$ cat src/rtl/key_hash_unit_if.sv
// -----------------------------------------------------------------------------
// key_hash_unit_if
// Purpose : groups the start/done handshake, the key/amount operands, the
//           288-bit random table and the hash results of key_hash_unit.
// Signals :
//   start        1   request a hash (controller -> hash unit)
//   key_in       8   key operand, captured on accepted start
//   amount_in    8   amount operand, captured on accepted start
//   random_table 288 chunk_1 at [287:256] ... chunk_8 at [63:32],
//                    buffer_chunk at [31:0]; held stable while busy
//   busy         1   hash in progress
//   done         1   one-cycle pulse, digest valid
//   digest       8   hash result, held until next accepted start or reset
//   round_idx    3   current 0-based round number (debug)
// Modports: master = transaction controller, slave = key_hash_unit.
// -----------------------------------------------------------------------------
interface key_hash_unit_if;
  logic         start;
  logic [7:0]   key_in;
  logic [7:0]   amount_in;
  logic [287:0] random_table;
  logic         busy;
  logic         done;
  logic [7:0]   digest;
  logic [2:0]   round_idx;

  modport master (
    output start, key_in, amount_in, random_table,
    input  busy, done, digest, round_idx
  );

  modport slave (
    input  start, key_in, amount_in, random_table,
    output busy, done, digest, round_idx
  );
endinterface

$ cat src/rtl/key_hash_unit.sv
// -----------------------------------------------------------------------------
// key_hash_unit
// Purpose : multi-cycle hash of an 8-bit key and 8-bit amount against a
//           288-bit random table, one chunk round per cycle, producing an
//           8-bit digest for the downstream verify datapath.
// Ports   :
//   clock   in   system clock, rising edge
//   reset   in   synchronous active-high reset
//   bus     slave modport of key_hash_unit_if (start/key_in/amount_in/
//           random_table in; busy/done/digest/round_idx out)
// Params  : NUM_ROUNDS (1..8) chunk rounds, ROT (0..7) left-rotate per round.
// Option  : KEY_HASH_CHAIN_EN - when defined, the previous digest is folded
//           into the initial accumulator so successive hashes are chained.
// Timing  : start accepted at edge E -> done high in the cycle after edge
//           E+NUM_ROUNDS+1. done and digest are registered on the last round
//           edge so they are valid together during the FINISH cycle.
// -----------------------------------------------------------------------------
module key_hash_unit #(
  parameter int NUM_ROUNDS = 8,
  parameter int ROT        = 3
) (
  input  logic            clock,
  input  logic            reset,
  key_hash_unit_if.slave  bus
);

  typedef enum logic [1:0] {S_IDLE, S_LOAD, S_ROUND, S_FINISH} state_t;

  state_t     r_state, w_state_next;
  logic [7:0] r_key, w_key_next;
  logic [7:0] r_amount, w_amount_next;
  logic [7:0] r_acc, w_acc_next;
  logic [7:0] r_digest, w_digest_next;
  logic       r_busy, w_busy_next;
  logic       r_done, w_done_next;
  logic [2:0] r_round_idx, w_round_idx_next;

  // Only the low 16 bits of each chunk take part in a round.
  logic [15:0] w_chunk_lo [8];
  genvar gi;
  generate
    for (gi = 0; gi < 8; gi++) begin : g_chunk
      assign w_chunk_lo[gi] = bus.random_table[271 - 32*gi -: 16];
    end
  endgenerate

  logic [15:0] w_cur_chunk;
  logic [7:0]  w_round_acc;
  logic [7:0]  w_final_digest;
  logic [7:0]  w_load_acc;

  function automatic logic [7:0] rotl(input logic [7:0] v);
    logic [15:0] d;
    d = {v, v} << ROT;
    return d[15:8];
  endfunction

  assign w_cur_chunk = w_chunk_lo[r_round_idx];
  // 8-bit result drops the carry of the addition.
  assign w_round_acc = (rotl(r_acc) ^ w_cur_chunk[7:0]) + (w_cur_chunk[15:8] ^ r_key);
  assign w_final_digest = w_round_acc ^ bus.random_table[7:0] ^ bus.random_table[21:14];

`ifdef KEY_HASH_CHAIN_EN
  logic [7:0] r_prev_digest;
  always_ff @(posedge clock) begin
    if (reset)
      r_prev_digest <= 8'h00;
    else if (w_done_next)
      r_prev_digest <= w_final_digest;
  end
  assign w_load_acc = r_key ^ r_amount ^ r_prev_digest;
`else
  assign w_load_acc = r_key ^ r_amount;
`endif

  always_ff @(posedge clock) begin
    if (reset) begin
      r_state     <= S_IDLE;
      r_key       <= 8'h00;
      r_amount    <= 8'h00;
      r_acc       <= 8'h00;
      r_digest    <= 8'h00;
      r_busy      <= 1'b0;
      r_done      <= 1'b0;
      r_round_idx <= 3'd0;
    end else begin
      r_state     <= w_state_next;
      r_key       <= w_key_next;
      r_amount    <= w_amount_next;
      r_acc       <= w_acc_next;
      r_digest    <= w_digest_next;
      r_busy      <= w_busy_next;
      r_done      <= w_done_next;
      r_round_idx <= w_round_idx_next;
    end
  end

  always_comb begin
    w_state_next     = r_state;
    w_key_next       = r_key;
    w_amount_next    = r_amount;
    w_acc_next       = r_acc;
    w_digest_next    = r_digest;
    w_busy_next      = r_busy;
    w_done_next      = 1'b0;
    w_round_idx_next = r_round_idx;
    case (r_state)
      S_IDLE: begin
        if (bus.start) begin
          w_key_next    = bus.key_in;
          w_amount_next = bus.amount_in;
          w_busy_next   = 1'b1;
          w_state_next  = S_LOAD;
        end
      end
      S_LOAD: begin
        w_acc_next       = w_load_acc;
        w_round_idx_next = 3'd0;
        w_state_next     = S_ROUND;
      end
      S_ROUND: begin
        w_acc_next = w_round_acc;
        if (r_round_idx == 3'(NUM_ROUNDS - 1)) begin
          // Raise done with the final digest; round_idx keeps its last value.
          w_digest_next = w_final_digest;
          w_done_next   = 1'b1;
          w_busy_next   = 1'b0;
          w_state_next  = S_FINISH;
        end else begin
          w_round_idx_next = r_round_idx + 3'd1;
        end
      end
      S_FINISH: begin
        w_state_next = S_IDLE;
      end
      default: w_state_next = S_IDLE;
    endcase
  end

  assign bus.busy      = r_busy;
  assign bus.done      = r_done;
  assign bus.digest    = r_digest;
  assign bus.round_idx = r_round_idx;

endmodule

$ cat src/flat_wrapper.sv
// flat-port wrapper written by rule: the top's interface ports become plain ports
module key_hash_unit_flat 
#(
  parameter int NUM_ROUNDS = 8,
  parameter int ROT        = 3
)
  (clock, reset, bus_start, bus_key_in, bus_amount_in, bus_random_table, bus_busy, bus_done, bus_digest, bus_round_idx);
  key_hash_unit_if bus_i ();
  input  logic clock;
  input  logic reset;
  input wire logic [$bits(bus_i.start)-1:0] bus_start;
  input wire logic [$bits(bus_i.key_in)-1:0] bus_key_in;
  input wire logic [$bits(bus_i.amount_in)-1:0] bus_amount_in;
  input wire logic [$bits(bus_i.random_table)-1:0] bus_random_table;
  output wire logic [$bits(bus_i.busy)-1:0] bus_busy;
  output wire logic [$bits(bus_i.done)-1:0] bus_done;
  output wire logic [$bits(bus_i.digest)-1:0] bus_digest;
  output wire logic [$bits(bus_i.round_idx)-1:0] bus_round_idx;
  assign bus_i.start = bus_start;
  assign bus_i.key_in = bus_key_in;
  assign bus_i.amount_in = bus_amount_in;
  assign bus_i.random_table = bus_random_table;
  assign bus_busy = bus_i.busy;
  assign bus_done = bus_i.done;
  assign bus_digest = bus_i.digest;
  assign bus_round_idx = bus_i.round_idx;
  key_hash_unit #(.NUM_ROUNDS(NUM_ROUNDS), .ROT(ROT)) u_core (.clock(clock), .reset(reset), .bus(bus_i));
endmodule
$ cat config.mk
export PLATFORM = sky130hd
export DESIGN_NAME = key_hash_unit_flat
export DESIGN_NICKNAME = d
export VERILOG_FILES = /design/src/rtl/key_hash_unit_if.sv /design/src/rtl/key_hash_unit.sv /design/src/flat_wrapper.sv
export SDC_FILE = /design/constraint.sdc
export NUM_CORES = 1
export LEC_CHECK = 0
export ABC_AREA = 1
export CORE_AREA = 3 3 123 125
export CTS_CLUSTER_DIAMETER = 50
export DETAILED_ROUTE_END_ITERATION = 8
export DIE_AREA = 0 0 126 128
export DONT_BUFFER_PORTS = 1
export HOLD_SLACK_MARGIN = 0.02
export MAX_ROUTING_LAYER = met4
export PLACE_DENSITY = 0.44
export SLEW_MARGIN = 10
export SYNTH_ARGS = -nofsm -noshare
export SYNTH_HDL_FRONTEND = slang
export SYNTH_SLANG_ARGS = --single-unit
$ cat constraint.sdc
create_clock -name clock -period 3.7 [get_ports clock]
set_input_delay 0.74 -clock clock [delete_from_list [all_inputs] [get_ports clock]]
set_output_delay 0.74 -clock clock [all_outputs]
set_load 0.01 [all_outputs]
==> results of run 1 <==
## sequential cells by signal, summed over array words and instances, names as in the netlist
name and count:
u_core.bus.done 1, u_core.r_acc 8, u_core.r_amount 8, u_core.bus.busy 1, u_core.r_state 2, u_core.bus.digest 8, u_core.bus.round_idx 3, u_core.r_key 8
## path summary, 6_finish.rpt
path | from | slack (ns) | endpoint
hold / removal | u_core.r_state[0] | 0.47 | u_core.r_state[0]
setup reg to reg | u_core.bus.round_idx[0] | 0.48 | u_core.bus.digest[6]
hold reg to reg | u_core.r_state[0] | 0.47 | u_core.r_state[0]
setup / recovery | u_core.bus.round_idx[0] | 0.48 | u_core.bus.digest[6]
## placed cells by master (no fill, tap or decap), types with 12 or more instances in the layout
cell / synthesis / routed
sky130_fd_sc_hd__nor2_1: 82 / 82
sky130_fd_sc_hd__a21oi_1: 43 / 43
sky130_fd_sc_hd__dfxtp_1: 39 / 38
sky130_fd_sc_hd__nand2_1: 79 / 79
sky130_fd_sc_hd__o22ai_1: 13 / 13
sky130_fd_sc_hd__nand3_1: 17 / 17
sky130_fd_sc_hd__xor2_1: 28 / 28
sky130_fd_sc_hd__diode_2: 0 / 12
sky130_fd_sc_hd__o21ai_0: 67 / 67
sky130_fd_sc_hd__inv_1: 40 / 40
sky130_fd_sc_hd__o21ai_1: 16 / 16
## worst max-delay path: cells and delay by family (launching register included)
kind	cells	cell delay (ns)
AOI/OAI and AO/OA	6	0.85
buffers and inverters	3	0.82
xor gates and xnor gates	2	0.46
and+or+nand+nor	4	0.39
DFF	1	0.33
adders and majority gates	1	0.29
## routing by layer
layer	vias to the layer above	global-route usage, %	wire, um
li1	1717	-	-
met1	1500	19.4	5760
met2	123	21.3	5190
met3	5	9.42	1680
met4	0	1.70	51
met5	-	-	0
## cell families after synthesis
group,synth area share (%)
AO/OA/AOI/OAI,28.0
XOR/XNOR,10.2
adder cells (fa/ha/maj),4.82
buffers and inverters,9.67
flip-flops,23.9
AND/OR/NAND/NOR,23.4
## where the power goes
part	total (mW)	internal (mW)	switching (mW)
logic	1.61	0.600	1.01
clock network	0.424	0.248	0.176
registers	0.616	0.527	0.0896
total	2.65	1.37	1.28
## per-stage QoR
step	hold slack [ns]	power, mW	instance area [um2]	util (%)	cells
finish	0.470	2.65	3560	25.5	691
global route	0.497	2.91	3560	25.5	690
CTS	0.469	2.68	3530	25.3	679
detailed placement	0.460	2.25	3390	24.2	671
global placement	0.450	2.23	3390	24.2	671
floorplan	0.444	1.85	3270	-	517
## area by class of cell
| class | instances | area, um2 | area share, % |
|---|---|---|---|
| clock buffer | 5 | 125 | 3.51 |
| antenna | 12 | 30.0 | 0.843 |
| multi-input combinational | 403 | 2170 | 61.0 |
| sequential | 39 | 782 | 21.9 |
| tap | 180 | 225 | 6.32 |
| timing repair buffer | 6 | 45.0 | 1.26 |
| inverter | 43 | 161 | 4.53 |
| clock inverter | 3 | 20.0 | 0.562 |
==> results by stage, run 1 <==
Setup path:
- The cell with the largest stage delay on the worst path is sky130_fd_sc_hd__buf_4.
- The kind of capture point of the worst setup path is a register.
- The cell repeated most along the worst path is sky130_fd_sc_hd__a21oi_1.
- On the worst path, the slowest cell contributes a delay of 0.40 ns.
- The worst setup path is of the reg -> reg kind.
- The data required time of the critical path is 3.91 ns.
- The arrival time at the worst endpoint is 3.43 ns.
- In this run the worst path has a maximum fanout of 49.
- The depth of the most critical reg-to-reg path is 16.
- Walking the worst path, the cells encountered are buf_4 -> buf_4 -> a21oi_1 -> a221oi_1 -> or2_1 -> xor2_1 -> ha_1 -> a21oi_1 -> nand2_1 -> a21oi_1 -> o21bai_1 -> xor2_1 -> inv_1 -> nand2_1 -> nand2_1 -> a21oi_1.
- STA classifies the critical path startpoint as a register.

Clocking:
- The clock-pin slew of the registers on the worst-case setup and hold paths is 0.06 ns.
- TritonCTS built the clock tree.
- For the worst-skew pair, the clock arrives at the later sink with an insertion delay of 0.28 ns.
- The number of hold buffers added after CTS is 0.
- CTS built an H-tree with a depth of 2.
- Once the clock tree was built, the resizer swapped 0 gates to a different size.
- The worst-case clock buffer depth is 2.
- In this run the clock root is driven by a sky130_fd_sc_hd__clkbuf_16.
- The post-CTS repair timing setup buffer count is 0.
- The number of sinks on the clock net is 39.
- The number of CTS-inserted buffers is 5.

Floorplan:
- Once the floorplan was initialized, standard cells occupied 23.4% of the core.
- From bottom edge to top edge, the die measures 128 um.
- The row count is 43.
- The total area inside the core boundary comes to 0.0140 mm2.
- From left edge to right edge, the die measures 126 um.
- The area enclosed by the die boundary is 0.0161 mm2.
- The number of I/O pins is 320.

GRT:
- The via count of the first global-routing pass was 3129.
- The first global-routing pass estimated 18300 um of wire.
- The global routing usage summed across all routing layers is 15.3%.
- The number of antenna violations at the first check in global routing is 11.
- Entering global routing, the biggest net connects 50 pins.
- The global route total overflow is 0.

Route:
- For this block, the via count after detailed routing is 3345.
- For this run, the detailed router's first-pass iteration total came to 4.
- After detailed routing, the number of remaining DRC violations is 0.
- The number of nets with antenna violations after routing is 0.
- The average wire length per cell after detail routing is 18.3 um.
- The routed via count divided by cell count is 4.84.
- The total wire length after detailed routing is 12700 um.
- The detailed router's first-iteration violation count is 216.

STA:
- The fraction of the cycle the final worst path needs is 87.1%.
- The number of pins with negative max-slew slack in the final report is 0.
- The achievable frequency is 0.310 GHz.
- The setup slack after layout is 0.476 ns.
- Setup violations remaining at the end of the flow were counted as 0.
- The transition time at the pin with the least slew margin is 0.684 ns.
- The worst pin sits at a relative slew slack of 54.4%.
- The shortest period the worst path allows is 3.22 ns.
- The number of hold violations in the final report is 0.
- The setup TNS after final layout is 0 ns.
- The largest clock skew in the final design is 0.00653 ns.
- Setup repair after global routing left no endpoint under its margin.

Min path:
- The number of cells on the worst hold path is 2.
- The worst hold path belongs to the class reg -> reg.

Flow run:
- Max-cap violations in this run came to 0.

Layout:
- The layout net count is 817.
- After filler insertion, the fill cell instance count of the layout stands at 1591.
- Of the cells placed in the final design, the portion with a size suffix greater than 1 is 4.81%.
- Relative to the synthesized area, the layout overhead comes to 8.91%.

Synth:
- The synthesized design devotes to its leading area cell type 23.9% of total area.
- The synthesized design spends more area on one cell type than any other, namely sky130_fd_sc_hd__dfxtp_1.
- The number of instances in the synthesized netlist is 517.
- The share of flip-flops with an asynchronous set or reset is 0%.
- By instance count, the leading cell after synthesis is sky130_fd_sc_hd__nor2_1.
- Counting flops and latches in the post-synthesis netlist gives 39.
- Synthesis produced a netlist with a net count of 836.
- The warning count from the yosys run is 0.
- The synthesized netlist contains 30 unique library cells.
- The commonest cells after synthesis are 82 x sky130_fd_sc_hd__nor2_1, 79 x sky130_fd_sc_hd__nand2_1, 67 x sky130_fd_sc_hd__o21ai_0.
- After synthesis, the cell types taking the most area are sky130_fd_sc_hd__dfxtp_1 24%, sky130_fd_sc_hd__o21ai_0 10%, sky130_fd_sc_hd__nor2_1 9.4%.
- The sequential fraction of the synthesis area is 23.9%.
- The number of synthesized flops with an enable pin is 0.
- The post-synthesis area per instance is 6.33 um2.
- The top flip-flop cell by instance count after synthesis is sky130_fd_sc_hd__dfxtp_1.
- The synthesized area is 0.00327 mm2.

Placed design:
- At the end of routability-driven placement, the weighted congestion stood at 0.842.
- At the placement stage, the worst setup path has a slack of 0.511 ns.
- The number of buffers inserted by port buffering is 0.
- The post-DP HPWL is 10300 um.

Pwr:
- The maximum ir drop on the vdd rail is 0.302 mV.
- Dividing total power by cell area gives a power density of 745 mW/mm2.
- The leakage power is 1.54 nW.

Run status:
- The run finished with clean final reports.
No activity file was read; power rests on OpenSTA's default activity.
==> inputs of run 2 (changes only) <==
ABC_CLOCK_PERIOD_IN_PS = 3700   (was default)
GPL_TIMING_DRIVEN = 0   (was default)
SLEW_MARGIN = 15   (was 10)
==> results by stage, run 2 (same netlist as run 1, synthesis figures left out) <==
Run status:
- Result of the run: complete, no violations (unchanged).

Setup path:
- The worst reg-to-reg setup slack was 0.34 ns (was 0.48 ns).
- The endpoint of the most critical setup path was u_core.bus.digest[6] (unchanged).
- The cell with the largest stage delay on the worst path is sky130_fd_sc_hd__dfxtp_1 (was sky130_fd_sc_hd__buf_4).
- The kind of capture point of the worst setup path is a register (unchanged).
- The highest fanout seen on the critical path was 10 (was 49).
- The critical path launch point is u_core.bus.round_idx[1] (was u_core.bus.round_idx[0]).
- The startpoint-to-endpoint class of the critical path is reg -> reg (unchanged).
- The terminus of the critical flop-to-flop path is u_core.bus.digest[6] (unchanged).
- The element type at the critical path start is a register (unchanged).
- The launch point of the worst reg-to-reg path is u_core.bus.round_idx[1] (was u_core.bus.round_idx[0]).
- The arrival time at the worst endpoint is 3.57 ns (was 3.43 ns).
- The cell repeated most along the worst path is sky130_fd_sc_hd__nand2_1 (was sky130_fd_sc_hd__a21oi_1).
- The largest stage delay on the critical path is 0.58 ns (was 0.40 ns).
- Ordered cell list for the critical path: clkbuf_1 -> o21ai_0 -> o22ai_1 -> nand2_1 -> nand2_1 -> xor2_1 -> ha_1 -> fa_1 -> nand3_1 -> nand2_1 -> a21oi_1 -> o21bai_1 -> xor2_2 -> inv_1 -> nand2_1 -> nand2_1 -> a21oi_1 (was buf_4 -> buf_4 -> a21oi_1 -> a221oi_1 -> or2_1 -> xor2_1 -> ha_1 -> a21oi_1 -> nand2_1 -> a21oi_1 -> o21bai_1 -> xor2_1 -> inv_1 -> nand2_1 -> nand2_1 -> a21oi_1).
- The data required time of the critical path came to 3.91 ns (about the same).
- The depth of the most critical reg-to-reg path is 17 (was 16).

Layout:
- The leading cell type in the layout, fill and taps excluded is sky130_fd_sc_hd__nor2_1 (unchanged).
- The filler cell count in the final layout is 1603 (was 1591).
- The layout net count is 843 (was 817).
- The count of placed standard cells in the final layout, fillers left out is 717 (was 691).
- Commonest cells after routing, fill and taps aside: 82 x sky130_fd_sc_hd__nor2_1, 79 x sky130_fd_sc_hd__nand2_1, 67 x sky130_fd_sc_hd__o21ai_0, 43 x sky130_fd_sc_hd__a21oi_1, 40 x sky130_fd_sc_hd__inv_1 (unchanged).
- The multi-input logic area is 0.00218 mm2 (was 0.00217 mm2).
- The growth of design area from synthesis to finish came to 13.0% (was 8.91%).
- The storage element area came to 782 um2 (unchanged).
- The fraction of layout instances using a drive strength above 1 is 6.86% (was 4.81%).

Placed design:
- The worst setup timing slack at the placement stage is 0.205 ns (was 0.511 ns).
- The post-DP HPWL is 11600 um (was 10300 um).
- The weighted congestion reported at the end of routability-driven placement is 0.867 (was 0.842).
- The placed instance count came to 697 (was 671).
- The number of buffers inserted by port buffering is 0 (unchanged).

STA:
- The number of pins with negative max-slew slack in the final report was 0 (unchanged).
- The normalized max-slew margin is 63.5% (was 54.4%).
- Unrepaired setup endpoints after global routing: false (unchanged).
- The transition time at the pin with the least slew margin is 0.547 ns (was 0.684 ns).
- The achievable frequency is 0.298 GHz (was 0.310 GHz).
- The shortest period the worst path allows is 3.36 ns (was 3.22 ns).
- The number of failing setup endpoints in the final timing report is 0 (unchanged).
- The fraction of the cycle the final worst path needs is 90.8% (was 87.1%).
- The setup slack after layout is 0.341 ns (was 0.476 ns).
- The number of hold violations in the final report came to 0 (unchanged).
- The setup TNS after final layout came to 0 ns (unchanged).
- The largest clock skew in the final design is 0.00411 ns (was 0.00653 ns).

Floorplan:
- The floorplan die height is 128 um (unchanged).
- The width of the chip is 126 um (unchanged).
- The core region area came to 0.0140 mm2 (unchanged).
- The area enclosed by the die boundary is 0.0161 mm2 (unchanged).
- The initial core utilization was 23.4% (unchanged).
- The row count came to 43 (unchanged).
- The number of I/O pins is 320 (unchanged).

GRT:
- The first-pass GRT wire length is 19900 um (was 18300 um).
- The global routing usage summed across all routing layers is 16.6% (was 15.3%).
- The global route total overflow is 0 (unchanged).
- The pin count of the biggest net entering global routing is 13 (was 50).
- The number of antenna violations at the first check in global routing was 11 (unchanged).
- The via count of the first global-routing pass is 3384 (was 3129).

Route:
- The number of nets with antenna violations after routing is 0 (unchanged).
- The average wire length per cell after detail routing is 19.3 um (was 18.3 um).
- The DRC violation count after routing is 0 (unchanged).
- The total iterations of the first detailed-routing run was 4 (unchanged).
- The routed via count divided by cell count came to 4.90 (was 4.84).
- The total wire length after detailed routing is 13800 um (was 12700 um).
- The via count came to 3515 (was 3345).
- The detailed router's first-iteration violation count was 163 (was 216).

Pwr:
- The leakage power is 1.61 nW (was 1.54 nW).
- The maximum ir drop on the vdd rail is 0.261 mV (was 0.302 mV).
- The total power per unit cell area is 742 mW/mm2 (was 745 mW/mm2).

Clocking:
- The CTS tree is built (unchanged).
- The clock-pin slew of the registers on the worst-case setup and hold paths came to 0.06 ns (about the same).
- The H-tree depth is 2 (unchanged).
- The worst-case clock buffer depth is 2 (unchanged).
- The clock tree root driver cell is sky130_fd_sc_hd__clkbuf_16 (unchanged).
- The number of sinks on the clock net is 39 (unchanged).
- The latest clock arrival within the worst-skew pair came to 0.28 ns (about the same).
- The post-CTS repair timing setup buffer count came to 0 (unchanged).
- The number of CTS-inserted buffers was 5 (unchanged).

Min path:
- The class of the most critical hold timing path is reg -> reg (unchanged).

Flow run:
- The max-cap violation count was 0 (unchanged).
[run 2: changes by cell type in the layout (fill, tap and decap cells not counted), sizes merged]
| cell | change |
|---|---|
| clkinv | -1 |
| buf | +11 |
| clkbuf | +17 |
| clkinvlp | -1 |
[run 2: routing by layer]
metal	GRT usage, %	vias up	part of all wire [%]
met1	20.3	1585	43
met4	2.27	0	0.49
met3	8.71	8	13
met2	24.9	160	43
li1	-	1762	-
met5	-	-	0
[run 2: cell type report]
type,count,area share (%)
clock inverters,1,0.203
clock buffers,7,4.13
flip-flops and latches,39,21.2
inverters,43,4.37
well taps,180,6.09
diodes,12,0.812
multi-input cells,403,59.0
plain buffers,32,4.20
[run 2: power by group]
group / switching [mW] / internal, mW / leakage [nW]
sequential: 0.0939 / 0.527 / 0.320
combinational: 1.04 / 0.629 / 1.21
clock: 0.164 / 0.286 / 0.0762
[run 2: how the worst min path moves through the flow]
stage,startpoint,to,slack (ns),cells past startpoint
floorplan,u_core.r_state[0],u_core.r_state[0],0.44,2
global placement,u_core.r_state[0],u_core.r_state[0],0.46,2
detailed placement,u_core.r_state[0],u_core.r_state[0],0.46,2
CTS,u_core.r_state[0],u_core.r_state[0],0.47,2
global route,u_core.r_state[1],u_core.r_state[1],0.51,2
finish,u_core.r_state[0],u_core.r_state[0],0.47,2
[run 2: what timing repair did]
item / CTS / global route
hold buffers: 0 / 0
resized for setup: 0 / 2
setup endpoints to repair: 0 / 2
[run 2: metrics by stage]
| stage | utilization, % | total power, mW | hold WS, ns | area (um2) |
|---|---|---|---|---|
| 2_1_floorplan | - | 1.85 | 0.444 | 3270 |
| 3_3_place_gp | 25.0 | 2.29 | 0.458 | 3500 |
| 3_5_place_dp | 25.0 | 2.30 | 0.464 | 3500 |
| 4_1_cts | 26.1 | 2.76 | 0.472 | 3660 |
| 5_1_grt | 26.4 | 3.01 | 0.507 | 3690 |
| 6_report | 26.4 | 2.74 | 0.472 | 3700 |
[run 2: worst max-delay path, delay by kind of cell, from the launching register on]
| kind | cells | cell delay [ns] |
|---|---|---|
| AOI/OAI and AO/OA | 5 | 0.86 |
| DFF | 1 | 0.58 |
| and+or+nand+nor | 6 | 0.45 |
| buffers and inverters | 2 | 0.48 |
| adders and majority gates | 2 | 0.63 |
| xor gates and xnor gates | 2 | 0.29 |
